===== config.mk =====
export PLATFORM = sky130hd
export DESIGN_NAME = csa_stream_accumulator_flat
export DESIGN_NICKNAME = d
export VERILOG_FILES = /design/src/rtl/csa_stream_if.sv /design/src/rtl/csa_stream_accumulator.sv /design/src/flat_wrapper.sv
export SDC_FILE = /design/constraint.sdc
export NUM_CORES = 1
export LEC_CHECK = 0
export CAP_MARGIN = 20
export CELL_PAD_IN_SITES_DETAIL_PLACEMENT = 1
export CELL_PAD_IN_SITES_GLOBAL_PLACEMENT = 1
export CORE_MARGIN = 4
export CORE_UTILIZATION = 40
export DETAILED_ROUTE_END_ITERATION = 6
export PLACE_DENSITY_LB_ADDON = 0.05
export SKIP_LAST_GASP = 1
export SLEW_MARGIN = 20
export SYNTH_ARGS = -nofsm -noshare
export SYNTH_HDL_FRONTEND = slang
export SYNTH_SLANG_ARGS = --single-unit

===== constraint.sdc =====
create_clock -name clk -period 4.4 [get_ports clk]
set_clock_uncertainty 0.15 [all_clocks]
set_input_delay 0.44 -clock clk [delete_from_list [all_inputs] [get_ports clk]]
set_output_delay 0.44 -clock clk [all_outputs]
set_load 0.1 [all_outputs]

===== src/rtl/csa_stream_if.sv =====
// Stream bus for csa_stream_accumulator: operand beats in, resolved frame total out.
// The design uses the slave modport; the producer/consumer side uses master.
interface csa_stream_if #(
  parameter int WIDTH = 4,
  parameter int CNT_W = 4
);
  localparam int ACC_W = WIDTH + 2 + CNT_W;

  logic             in_valid;
  logic             in_ready;
  logic [WIDTH-1:0] a;
  logic [WIDTH-1:0] b;
  logic [WIDTH-1:0] c;
  logic             in_last;
  logic             out_valid;
  logic             out_ready;
  logic [ACC_W-1:0] result;
  logic [CNT_W-1:0] beats;
  logic             ovf;

  modport slave (
    input  in_valid, a, b, c, in_last, out_ready,
    output in_ready, out_valid, result, beats, ovf
  );

  modport master (
    output in_valid, a, b, c, in_last, out_ready,
    input  in_ready, out_valid, result, beats, ovf
  );
endinterface


===== src/rtl/csa_stream_accumulator.sv =====
// Frame accumulator: folds three operands per beat into a redundant sum/carry pair and
// performs one carry-propagate add per frame. Carry is kept at half weight (total = sum + 2*carry).
module csa_stream_accumulator #(
  parameter int WIDTH = 4,
  parameter int CNT_W = 4
) (
  input  logic          clk,
  input  logic          rst,
  input  logic          clr,
  csa_stream_if.slave   s
);
  localparam int ACC_W = WIDTH + 2 + CNT_W;
  localparam logic [CNT_W-1:0] BEATS_MAX = {CNT_W{1'b1}};

  typedef enum logic [1:0] {
    ST_ACCUM   = 2'd0,
    ST_RESOLVE = 2'd1,
    ST_HOLD    = 2'd2
  } state_t;

  state_t           state_q,  state_d;
  logic [ACC_W-1:0] sum_q,    sum_d;
  logic [ACC_W-1:0] carry_q,  carry_d;
  logic [CNT_W-1:0] beats_q,  beats_d;
  logic             ovf_q,    ovf_d;
  logic [ACC_W-1:0] result_q, result_d;

  logic [ACC_W-1:0] s1_s, c1_s, s2_s, c2_s, s3_s, c3_s;
  logic             in_ready_s;
  logic             out_valid_s;

  // Bitwise full-adder row; the returned carry half carries weight 2.
  function automatic logic [2*ACC_W-1:0] csa3(
    input logic [ACC_W-1:0] x,
    input logic [ACC_W-1:0] y,
    input logic [ACC_W-1:0] z
  );
    logic [ACC_W-1:0] sm;
    logic [ACC_W-1:0] cy;
    sm = x ^ y ^ z;
    cy = (x & y) | (x & z) | (y & z);
    return {cy, sm};
  endfunction

  // 5:2 reduction of (sum, 2*carry, a, b, c) as three chained 3:2 rows.
  always_comb begin
    {c1_s, s1_s} = csa3(sum_q, carry_q << 1, ACC_W'(s.a));
    {c2_s, s2_s} = csa3(s1_s, c1_s << 1, ACC_W'(s.b));
    {c3_s, s3_s} = csa3(s2_s, c2_s << 1, ACC_W'(s.c));
  end

  // Next-state and datapath update; clr overrides every state.
  always_comb begin
    state_d  = state_q;
    sum_d    = sum_q;
    carry_d  = carry_q;
    beats_d  = beats_q;
    ovf_d    = ovf_q;
    result_d = result_q;
    if (clr) begin
      state_d = ST_ACCUM;
      sum_d   = '0;
      carry_d = '0;
      beats_d = '0;
      ovf_d   = 1'b0;
    end else begin
      case (state_q)
        ST_ACCUM: begin
          if (s.in_valid) begin
            sum_d   = s3_s;
            carry_d = c3_s;
            if (beats_q == BEATS_MAX) begin
              ovf_d = 1'b1;
            end else begin
              beats_d = beats_q + CNT_W'(1);
            end
            if (s.in_last) begin
              state_d = ST_RESOLVE;
            end else begin
              state_d = ST_ACCUM;
            end
          end else begin
            state_d = ST_ACCUM;
          end
        end
        ST_RESOLVE: begin
          result_d = sum_q + (carry_q << 1);
          state_d  = ST_HOLD;
        end
        ST_HOLD: begin
          // Held beats/ovf are published until the consumer takes the result.
          if (s.out_ready) begin
            state_d = ST_ACCUM;
            sum_d   = '0;
            carry_d = '0;
            beats_d = '0;
            ovf_d   = 1'b0;
          end else begin
            state_d = ST_HOLD;
          end
        end
        default: begin
          state_d = ST_ACCUM;
          sum_d   = '0;
          carry_d = '0;
          beats_d = '0;
          ovf_d   = 1'b0;
        end
      endcase
    end
  end

  // State and datapath registers.
  always_ff @(posedge clk or posedge rst) begin
    if (rst) begin
      state_q  <= ST_ACCUM;
      sum_q    <= '0;
      carry_q  <= '0;
      beats_q  <= '0;
      ovf_q    <= 1'b0;
      result_q <= '0;
    end else begin
      state_q  <= state_d;
      sum_q    <= sum_d;
      carry_q  <= carry_d;
      beats_q  <= beats_d;
      ovf_q    <= ovf_d;
      result_q <= result_d;
    end
  end

  // Handshake flags decode the state register only, never the inputs.
  always_comb begin
    in_ready_s  = 1'b0;
    out_valid_s = 1'b0;
    case (state_q)
      ST_ACCUM:   in_ready_s  = 1'b1;
      ST_RESOLVE: in_ready_s  = 1'b0;
      ST_HOLD:    out_valid_s = 1'b1;
      default: begin
        in_ready_s  = 1'b0;
        out_valid_s = 1'b0;
      end
    endcase
  end

  assign s.in_ready  = in_ready_s;
  assign s.out_valid = out_valid_s;
  assign s.result    = result_q;
  assign s.beats     = beats_q;
  assign s.ovf       = ovf_q;
endmodule


===== src/flat_wrapper.sv =====
// flat-port wrapper written by rule: the top's interface ports become plain ports
module csa_stream_accumulator_flat 
#(
  parameter int WIDTH = 4,
  parameter int CNT_W = 4
)
  (clk, rst, clr, s_in_valid, s_a, s_b, s_c, s_in_last, s_out_ready, s_in_ready, s_out_valid, s_result, s_beats, s_ovf);
  csa_stream_if #(.WIDTH(WIDTH), .CNT_W(CNT_W)) s_i ();
  input  logic clk;
  input  logic rst;
  input  logic clr;
  input wire logic [$bits(s_i.in_valid)-1:0] s_in_valid;
  input wire logic [$bits(s_i.a)-1:0] s_a;
  input wire logic [$bits(s_i.b)-1:0] s_b;
  input wire logic [$bits(s_i.c)-1:0] s_c;
  input wire logic [$bits(s_i.in_last)-1:0] s_in_last;
  input wire logic [$bits(s_i.out_ready)-1:0] s_out_ready;
  output wire logic [$bits(s_i.in_ready)-1:0] s_in_ready;
  output wire logic [$bits(s_i.out_valid)-1:0] s_out_valid;
  output wire logic [$bits(s_i.result)-1:0] s_result;
  output wire logic [$bits(s_i.beats)-1:0] s_beats;
  output wire logic [$bits(s_i.ovf)-1:0] s_ovf;
  assign s_i.in_valid = s_in_valid;
  assign s_i.a = s_a;
  assign s_i.b = s_b;
  assign s_i.c = s_c;
  assign s_i.in_last = s_in_last;
  assign s_i.out_ready = s_out_ready;
  assign s_in_ready = s_i.in_ready;
  assign s_out_valid = s_i.out_valid;
  assign s_result = s_i.result;
  assign s_beats = s_i.beats;
  assign s_ovf = s_i.ovf;
  csa_stream_accumulator #(.WIDTH(WIDTH), .CNT_W(CNT_W)) u_core (.clk(clk), .rst(rst), .clr(clr), .s(s_i));
endmodule

# [After elaboration in Yosys (flattened, before gate mapping)]
# Cells that the tools add are included.
[totals] register_bits=36 input_bits=18 output_inout_bits=17 word_cells=67
[op_classes] addsub=2 n_eq_ne=8 muxes=24 bitwise_logic=22 reduce_logical=5
[op_table] op="bitwise AND 9 x 4 -> 9 bit" count=6
[op_table] op="OR 9 bit" count=6
[op_table] op="two-way mux 10 bit" count=3
[op_table] op="case mux 10 bit (3 select lines)" count=1
[op_table] op="bitwise XOR 10 bit" count=3
[op_table] op="bitwise XOR 10 x 4 -> 10 bit" count=3
[op_table] op="bitwise AND 9 bit" count=3
[op_table] op="case mux 9 bit (3 select lines)" count=1
[op_table] op="two-way mux 9 bit" count=2
[op_table] op="two-way mux 4 bit" count=4
[op_table] op="case mux 4 bit (3 select lines)" count=1
[op_table] op="adder 10 bit" count=1
[op_table] op="inequality test 3 bit, second input constant" count=3
[op_table] op="two-way mux 1 bit" count=8
[op_table] op="AND reduction 4 bit" count=2
[op_table] op="case mux 2 bit (3 select lines)" count=1
[op_table] op="adder 4 x 1 -> 4 bit, second input constant" count=1
[op_table] op="== test 4 bit, second input constant" count=1
[op_table] op="two-way mux 2 bit" count=2
[op_table] op="inequality test 3 x 2 -> 1 bit, second input constant" count=1
[op_table] op="case mux 1 bit (3 select lines)" count=1
[op_table] op="AND reduction 3 bit" count=1
[op_table] op="== test 2 x 1 -> 1 bit, second input constant" count=1
[op_table] op="== test 2 bit, second input constant" count=1
[op_table] op="other kinds (4)" count=4

# [Longest topological paths before layout]
[depth] ltp_word=12 ltp_mapped=7 mapped_depth_nobuf=7

# [Worst setup path after synthesis]
# No wires, ideal clock.
[synth_path] path_type="input port to flip-flop" startpoint="input port s_a[2]" endpoint="register u_core.sum_q[2]" t_arrival_ns=2.260 setup_slack_ns=1.865 stages=6 path_cell_list="fa_1 > inv_1 > fa_1 > fa_1 > nor2_1 > mux2_4"
[synth_between] elab_chain_cells=8
[synth_lines] element="from (decl)" line="flat_wrapper.sv:13" text="input wire logic [$bits(s_i.a)-1:0] s_a;"
[synth_lines] element="bitwise XOR 10 x 4 -> 10 bit" line="csa_stream_accumulator.sv:40" text="sm = x ^ y ^ z;"
[synth_lines] element="bitwise XOR 10 bit" line="csa_stream_accumulator.sv:40"
[synth_lines] element="bitwise XOR 10 x 4 -> 10 bit" line="csa_stream_accumulator.sv:40"
[synth_lines] element="bitwise XOR 10 bit" line="csa_stream_accumulator.sv:40"
[synth_lines] element="bitwise XOR 10 x 4 -> 10 bit" line="csa_stream_accumulator.sv:40"
[synth_lines] element="two-way mux 10 bit" line="csa_stream_accumulator.sv:69" text="if (s.in_valid) begin"
[synth_lines] element="case mux 10 bit (3 select lines)" line="csa_stream_accumulator.sv:67" text="case (state_q)"
[synth_lines] element="two-way mux 10 bit" line="csa_stream_accumulator.sv:60" text="if (clr) begin"
[synth_lines] element="to (signal assigned)" line="csa_stream_accumulator.sv:124" text="sum_q <= sum_d;"
[synth_lines] element="to (decl)" line="csa_stream_accumulator.sv:22" text="logic [ACC_W-1:0] sum_q, sum_d;"
# Every way passes these cells. The select of a mux whose other input is x is not followed.
# A chain may end at the register's enable or synchronous reset.

# [Final worst setup path]
[layout_path] startpoint="input port s_a[3]" endpoint="register u_core.sum_q[3]"
# The elaborated chain is that of the path after synthesis.

==> flow_metrics.env <==
export IMPL_worstReg2RegStart="u_core.carry_q[1]"
export IMPL_post_place_ws_ns=1.36
export IMPL_power_frac_seq=0.317
export IMPL_antenna_found_initial=0
export IMPL_grt_pass1_vias=1879
export IMPL_fillCellCount=675
export IMPL_r2r_slack_ns=1.82
export IMPL_drive_gt1_frac=0.0821
export IMPL_synth_nets=285
export IMPL_io_pins=35
export IMPL_wl_per_cell_um=14.7
export IMPL_overflow=0
export IMPL_ant_nets=0
export IMPL_drt_iter0_markers=61
export IMPL_synth_top_family_by_area="adder cells"
export IMPL_final_area_um2=2930
export IMPL_p_sw_uw=637
export IMPL_crit_top_cell="fa_1"
export IMPL_period_minus_slack_ns=2.74
export IMPL_critPathMaxFanout=1
export IMPL_drcViolationCount=0
export IMPL_yosysTopAreaCell="dfrtp_1"
export IMPL_pwr_share_comb=0.503
export IMPL_grt_use_total=0.154
export IMPL_clkTransAtPathRegs_ns=0.08
export IMPL_grt_pass1_wl_um=8970
export IMPL_synth_seq_cells=36
export IMPL_fin_setup_tns_ns=0
export IMPL_clkSinkCount=36
export IMPL_cp_slowest_stage_delay_ns=0.55
export IMPL_fmax_mhz=365
export IMPL_routed_via_density=4.97
export IMPL_gp_congestion=0.721
export IMPL_finalCritPeriodShare=0.622
export IMPL_worstPathCellList="clkdlybuf4s50_1 -> fa_1 -> inv_1 -> fa_1 -> fa_1 -> nor2_1 -> mux2_4"
export IMPL_place_area_um2=2840
export IMPL_ys_async_sr_fraction=1.00
export IMPL_initial_core_util=0.410
export IMPL_htreeDepth=2
export IMPL_outcome="finished, final reports clean"
export IMPL_synthTopCellsByArea="dfrtp_1, fa_1, ha_1, mux2i_1, inv_1"
export IMPL_root_buffer="clkbuf_8"
export IMPL_finalHoldViolations=0
export IMPL_whs_endpoint="u_core.s.result[6]"
export IMPL_final_cell_mix="dfrtp_1, inv_1, clkdlybuf4s50_1, nand2_1, ha_1"
export IMPL_timing_rr_end="u_core.sum_q[2]"
export IMPL_crit_buf_inv=2
export IMPL_synth_main_ff_cell="dfrtp_1"
export IMPL_crit_path_end_kind="register"
export IMPL_grt_max_degree=37
export IMPL_yosysWarnings=0
export IMPL_worst_setup_path_start_kind="primary input"
export IMPL_clockBufferDepth=2
export IMPL_slew_headroom=0.341
export IMPL_ys_types=40
export IMPL_syn_inst=231
export IMPL_slew_violations=0
export IMPL_synth_mux_area_frac=0.100
export IMPL_reg2reg_depth=6
export IMPL_mappedNetlistArea_um2=2430
export IMPL_power_total_uw=1410
export IMPL_fin_nets=321
export IMPL_first_pass_iters=2
export IMPL_power_density_nw_per_um2=482
export IMPL_worstPathRequired_ns=4.43
export IMPL_worst_pin_slew_ns=0.985
export IMPL_min_path_cells=2
export IMPL_intPower_uw=773
export IMPL_diodes=0
export IMPL_yosys_area_share_simple=0.114
export IMPL_drt_total_wl_um=5030
export IMPL_synth_edf_count=0
export IMPL_synth_adder_area_share=0.229
export IMPL_numCtsBuffers=5
export IMPL_rows=28
export IMPL_rsz0062_at_grt="false"
export IMPL_postCtsSetupRepairBufs=0
export IMPL_die_y_um=85.9
export IMPL_critPathSlowestCell="fa_1"
export IMPL_dieArea_um2=7390
export IMPL_dp_hpwl_um=3860
export IMPL_ys_seq_area_frac=0.371
export IMPL_coreArea_um2=5920
export IMPL_syn_avg_cell_area_um2=10.5
export IMPL_cts_resized=0
export IMPL_crit_family="adder cells"
export IMPL_vdd_drop_max_mv=0.417
export IMPL_cts_tree="yes"
export IMPL_synth_compound_area_frac=0.0839
export IMPL_fin_util=0.495
export IMPL_synth_top_area_frac=0.371
export IMPL_p_leak_uw=0.00144
export IMPL_crit_type="in2reg"
export IMPL_clock_latency_ns=0.29
export IMPL_layout_cells_most_common="dfrtp_1"
export IMPL_min_path_type="reg2reg"
export IMPL_port_buffer_count=34
export IMPL_area_growth_pct=20.5
export IMPL_setup_ws_ns=1.66
export IMPL_synth_xor_area_frac=0.0288
export IMPL_power_share_switching=0.452
export IMPL_critPathArrivalTime_ns=2.77
export IMPL_hold_path_startpoint="u_core.s.result[6]"
export IMPL_routed_via_count=1705
export IMPL_die_w_um=85.9
export IMPL_report_final_setup_viol=0
export IMPL_cap_violations=0
export IMPL_ctsHoldBuffers=0
export IMPL_p_clk_frac=0.180
-- worst max-delay path by stage --
| stage | start | depth (start not counted) | to | slack, ns |
|---|---|---|---|---|
| floorplan | s_a[2] | 6 | u_core.sum_q[2] | 1.87 |
| global placement | s_a[3] | 7 | u_core.sum_q[3] | 1.40 |
| detailed placement | s_a[3] | 7 | u_core.sum_q[3] | 1.36 |
| CTS | s_a[3] | 7 | u_core.sum_q[3] | 1.66 |
| global route | u_core.state_q[1] | 2 | s_out_valid | 1.59 |
| finish | s_a[3] | 7 | u_core.sum_q[3] | 1.66 |
-- Yosys cell counts, drive strengths merged, types with 2 or more instances --
library cell,n
a211oi,2
clkbuf,4
ha,22
inv,34
dfrtp,36
nand2b,2
nor3,3
a21oi,5
nand3,4
and3,4
mux2,7
o21ai,14
or3b,2
fa,14
nand2,24
nor2b,4
nor2,6
mux2i,15
o211ai,3
buf,4
xnor2,8
-- registers in the layout, indices dropped and copies added (netlist names) --
name and count:
u_core.carry_q 9, u_core.sum_q 10, u_core.s.ovf 1, u_core.s.result 10
u_core.state_q 2, u_core.s.beats 4
-- worst min-delay path, cell delays in order (launching register included) --
cell and delay (ns):
dfrtp_1 0.35, nand2_1 0.05, o21ai_0 0.06
-- layer usage --
layer | track usage | part of all wire | vias to the layer above
met3 | 0.0298 | 0.025 | 5
met1 | 0.200 | 0.46 | 850
met5 | 0 | 0 | -
met4 | 0.0432 | 0.010 | 0
met2 | 0.260 | 0.50 | 18
li1 | - | - | 832
-- kinds of logic (layout without fill, tap and decap cells) --
kind of cell | count (synthesis) | after routing
AO/OA/AOI/OAI | 32 | 32
multiplexers | 22 | 22
adder cells (fa/ha/maj) | 36 | 36
XOR/XNOR | 8 | 8
AND/OR/NAND/NOR | 55 | 55
flip-flops | 36 | 36
buffers and inverters | 42 | 79
-- per-stage QoR --
stage / instances / hold WS [ns]
global route: 343 / 0.371
floorplan: 231 / 0.339
global placement: 335 / 0.316
detailed placement: 335 / 0.325
CTS: 343 / 0.344
finish: 343 / 0.339
-- layout make-up --
type                    count  area (µm²)  share of cell area
repair buffers             37         363               0.124
clock inverters             2        10.0             0.00342
well taps                  75        93.8              0.0320
multi-input cells         153        1350               0.461
clock buffers               6        82.6              0.0282
inverters                  34         128              0.0436
flip-flops and latches     36         901               0.308
-- power by group through the flow --
stage	combinational (µW)	sequential [µW]	clock (µW)
after CTS	727	450	263
after detailed placement	723	456	0
after floorplan	334	665	0
after global routing	795	460	280
final	710	447	254
after global placement	703	454	0
Power figures use the tool's default switching activity.
==> RTL change, RTL diff (config.mk and constraints unchanged) <==
`WIDTH` is set to 4 in 3 places; all go to 6.
--- a/src/rtl/csa_stream_if.sv
+++ b/src/rtl/csa_stream_if.sv
@@ -3,3 +3,3 @@
 interface csa_stream_if #(
-  parameter int WIDTH = 4,
+  parameter int WIDTH = 6,
   parameter int CNT_W = 4
--- a/src/rtl/csa_stream_accumulator.sv
+++ b/src/rtl/csa_stream_accumulator.sv
@@ -3,3 +3,3 @@
 module csa_stream_accumulator #(
-  parameter int WIDTH = 4,
+  parameter int WIDTH = 6,
   parameter int CNT_W = 4
--- a/src/flat_wrapper.sv
+++ b/src/flat_wrapper.sv
@@ -3,3 +3,3 @@
 #(
-  parameter int WIDTH = 4,
+  parameter int WIDTH = 6,
   parameter int CNT_W = 4
Ports: changed (resized s_a, s_b, s_c and s_result); port bits go from 35 to 43. No check against the original RTL was run, so the function may have changed too.
==> RTL change against the unedited design <==
- final area is 16% higher
- synthesized cell count rose by 12%
- synthesized area grew 16%
- sequential cell count rose by 6
- sequential power up 16%
- wire length grew 26%
- clock power is 20% higher
- first-iteration DRC count shrank 9.8%
- setup slack got worse by 4.1 ps
- power up 11%
- critical endpoint is now s_out_valid
- largest cell class unchanged
==> RTL change: results (changes against the unedited design) <==
status=finished clean; r2r setup slk=2020 ps (+200 ps); Fill cells=762 (+13%); met2 Use GR=26.0% (about the same); DRT iter0 DRCs=55 (-9.8%); # clk buffers=5 (-1); critical path's top delay family=buffers and inverters; post-synthesis sequential area ratio=37.4% (+0.31 points); Nets=367 (+14%); DP HPWL=4.91 mm (+27%); Critical-path top delay cell=clkdlybuf4s50_1; post-DR wirelength/cell=16.0 um (+9.1%); Arrival @ worst endpoint=2150 ps (-620 ps); Max-Slew Margin vs Limit=34.4% (+0.28 points); Place WS=1520 ps (+165 ps); layout cell share with drive strength beyond 1=8.67% (+0.46 points); Post-synth top cells=dfrtp_1, inv_1, ha_1; Crit Path Max Fanout=13 (+12); Seq area share=30.9% (+0.13 points); multi-input logic area=1580 um2 (+17%); vias per cell=5.20 (+4.5%); Netlist cell types=44 (+10%); placed cell area=3290 um2 (+16%); Synth area leaders=dfrtp_1, fa_1, ha_1; count of non-CTS inverters in the layout=31 (-8.8%); num rows=30 (+7.1%); Critical R2R Capture=u_core.sum_q[2]; gpl congestion=0.790 (+9.6%); mux share of post-synthesis cell area=0% (-10 points); Synth Area in Adders=24.9% (+2.1 points); Compound-Gate Fraction of Synth Area=16.9% (+8.5 points); Total GRT Usage=16.4% (+1.0 points); clock network area share=3.20% (+0.037 points); Final Util=50.1% (+0.62 points); Data buffer area share=12.6% (+0.19 points); Pre-antenna DRT Iters=3 (+1); maximum vdd ir drop=0.200 mV (-52%); GRT met1 Usage=22.5% (+2.6 points); clk sink count=42 (+17%); Max stage delay on crit path=1120 ps (+570 ps); reg2reg path depth=5 (-1); xor and xnor area share after synthesis=2.18% (-0.70 points)
RTL change: changes by cell type after synthesis, moves of 6 or more:
cell and change:
fa_1 +6, mux2i_1 -15, o21ai_0 -6, dfrtp_1 +6
o2bb2ai_1 +8, a22o_2 +12
RTL change: worst max path at each step:
stage	cells after the start	startpoint	slack, ps	end
6_report	2	u_core.state_q[1]	1660	s_out_valid
3_3_place_gp	5	s_a[1]	1580	u_core.sum_q[1]
5_1_grt	2	u_core.state_q[1]	1580	s_out_valid
4_1_cts	2	u_core.state_q[1]	1630	s_out_valid
2_1_floorplan	2	u_core.state_q[1]	1980	s_in_ready
3_5_place_dp	6	s_a[5]	1520	u_core.sum_q[5]
RTL change: stage by stage:
stage	cells	hold WS, ps
floorplan	258	312
global placement	388	310
detailed placement	388	321
CTS	396	343
global route	396	372
finish	396	334
RTL change: power breakdown:
group / total [mW] / switching (mW) / internal [mW]
Clock: 0.305 / 0.137 / 0.167
Combinational: 0.750 / 0.495 / 0.255
Sequential: 0.517 / 0.0635 / 0.453
RTL change: logic make-up (layout without fill, tap and decap cells):
kind of cell | after synthesis | after routing
AND/OR/NAND/NOR | 63 | 63
XOR/XNOR | 7 | 7
flip-flops | 42 | 42
AO/OA/AOI/OAI | 62 | 62
adder cells (fa/ha/maj) | 44 | 44
buffers and inverters | 40 | 82
RTL change: metal layers:
layer,wire (um),up-vias
li1,-,990
met1,3030,1025
met2,3000,34
met3,191,9
met4,106,0
met5,0,-
RTL change: worst reg2reg max path, stage by stage, from the launching register on:
cell	delay [ps]
dfrtp_1	460
fa_1	540
inv_1	60
fa_1	480
fa_1	510
o2bb2ai_1	60
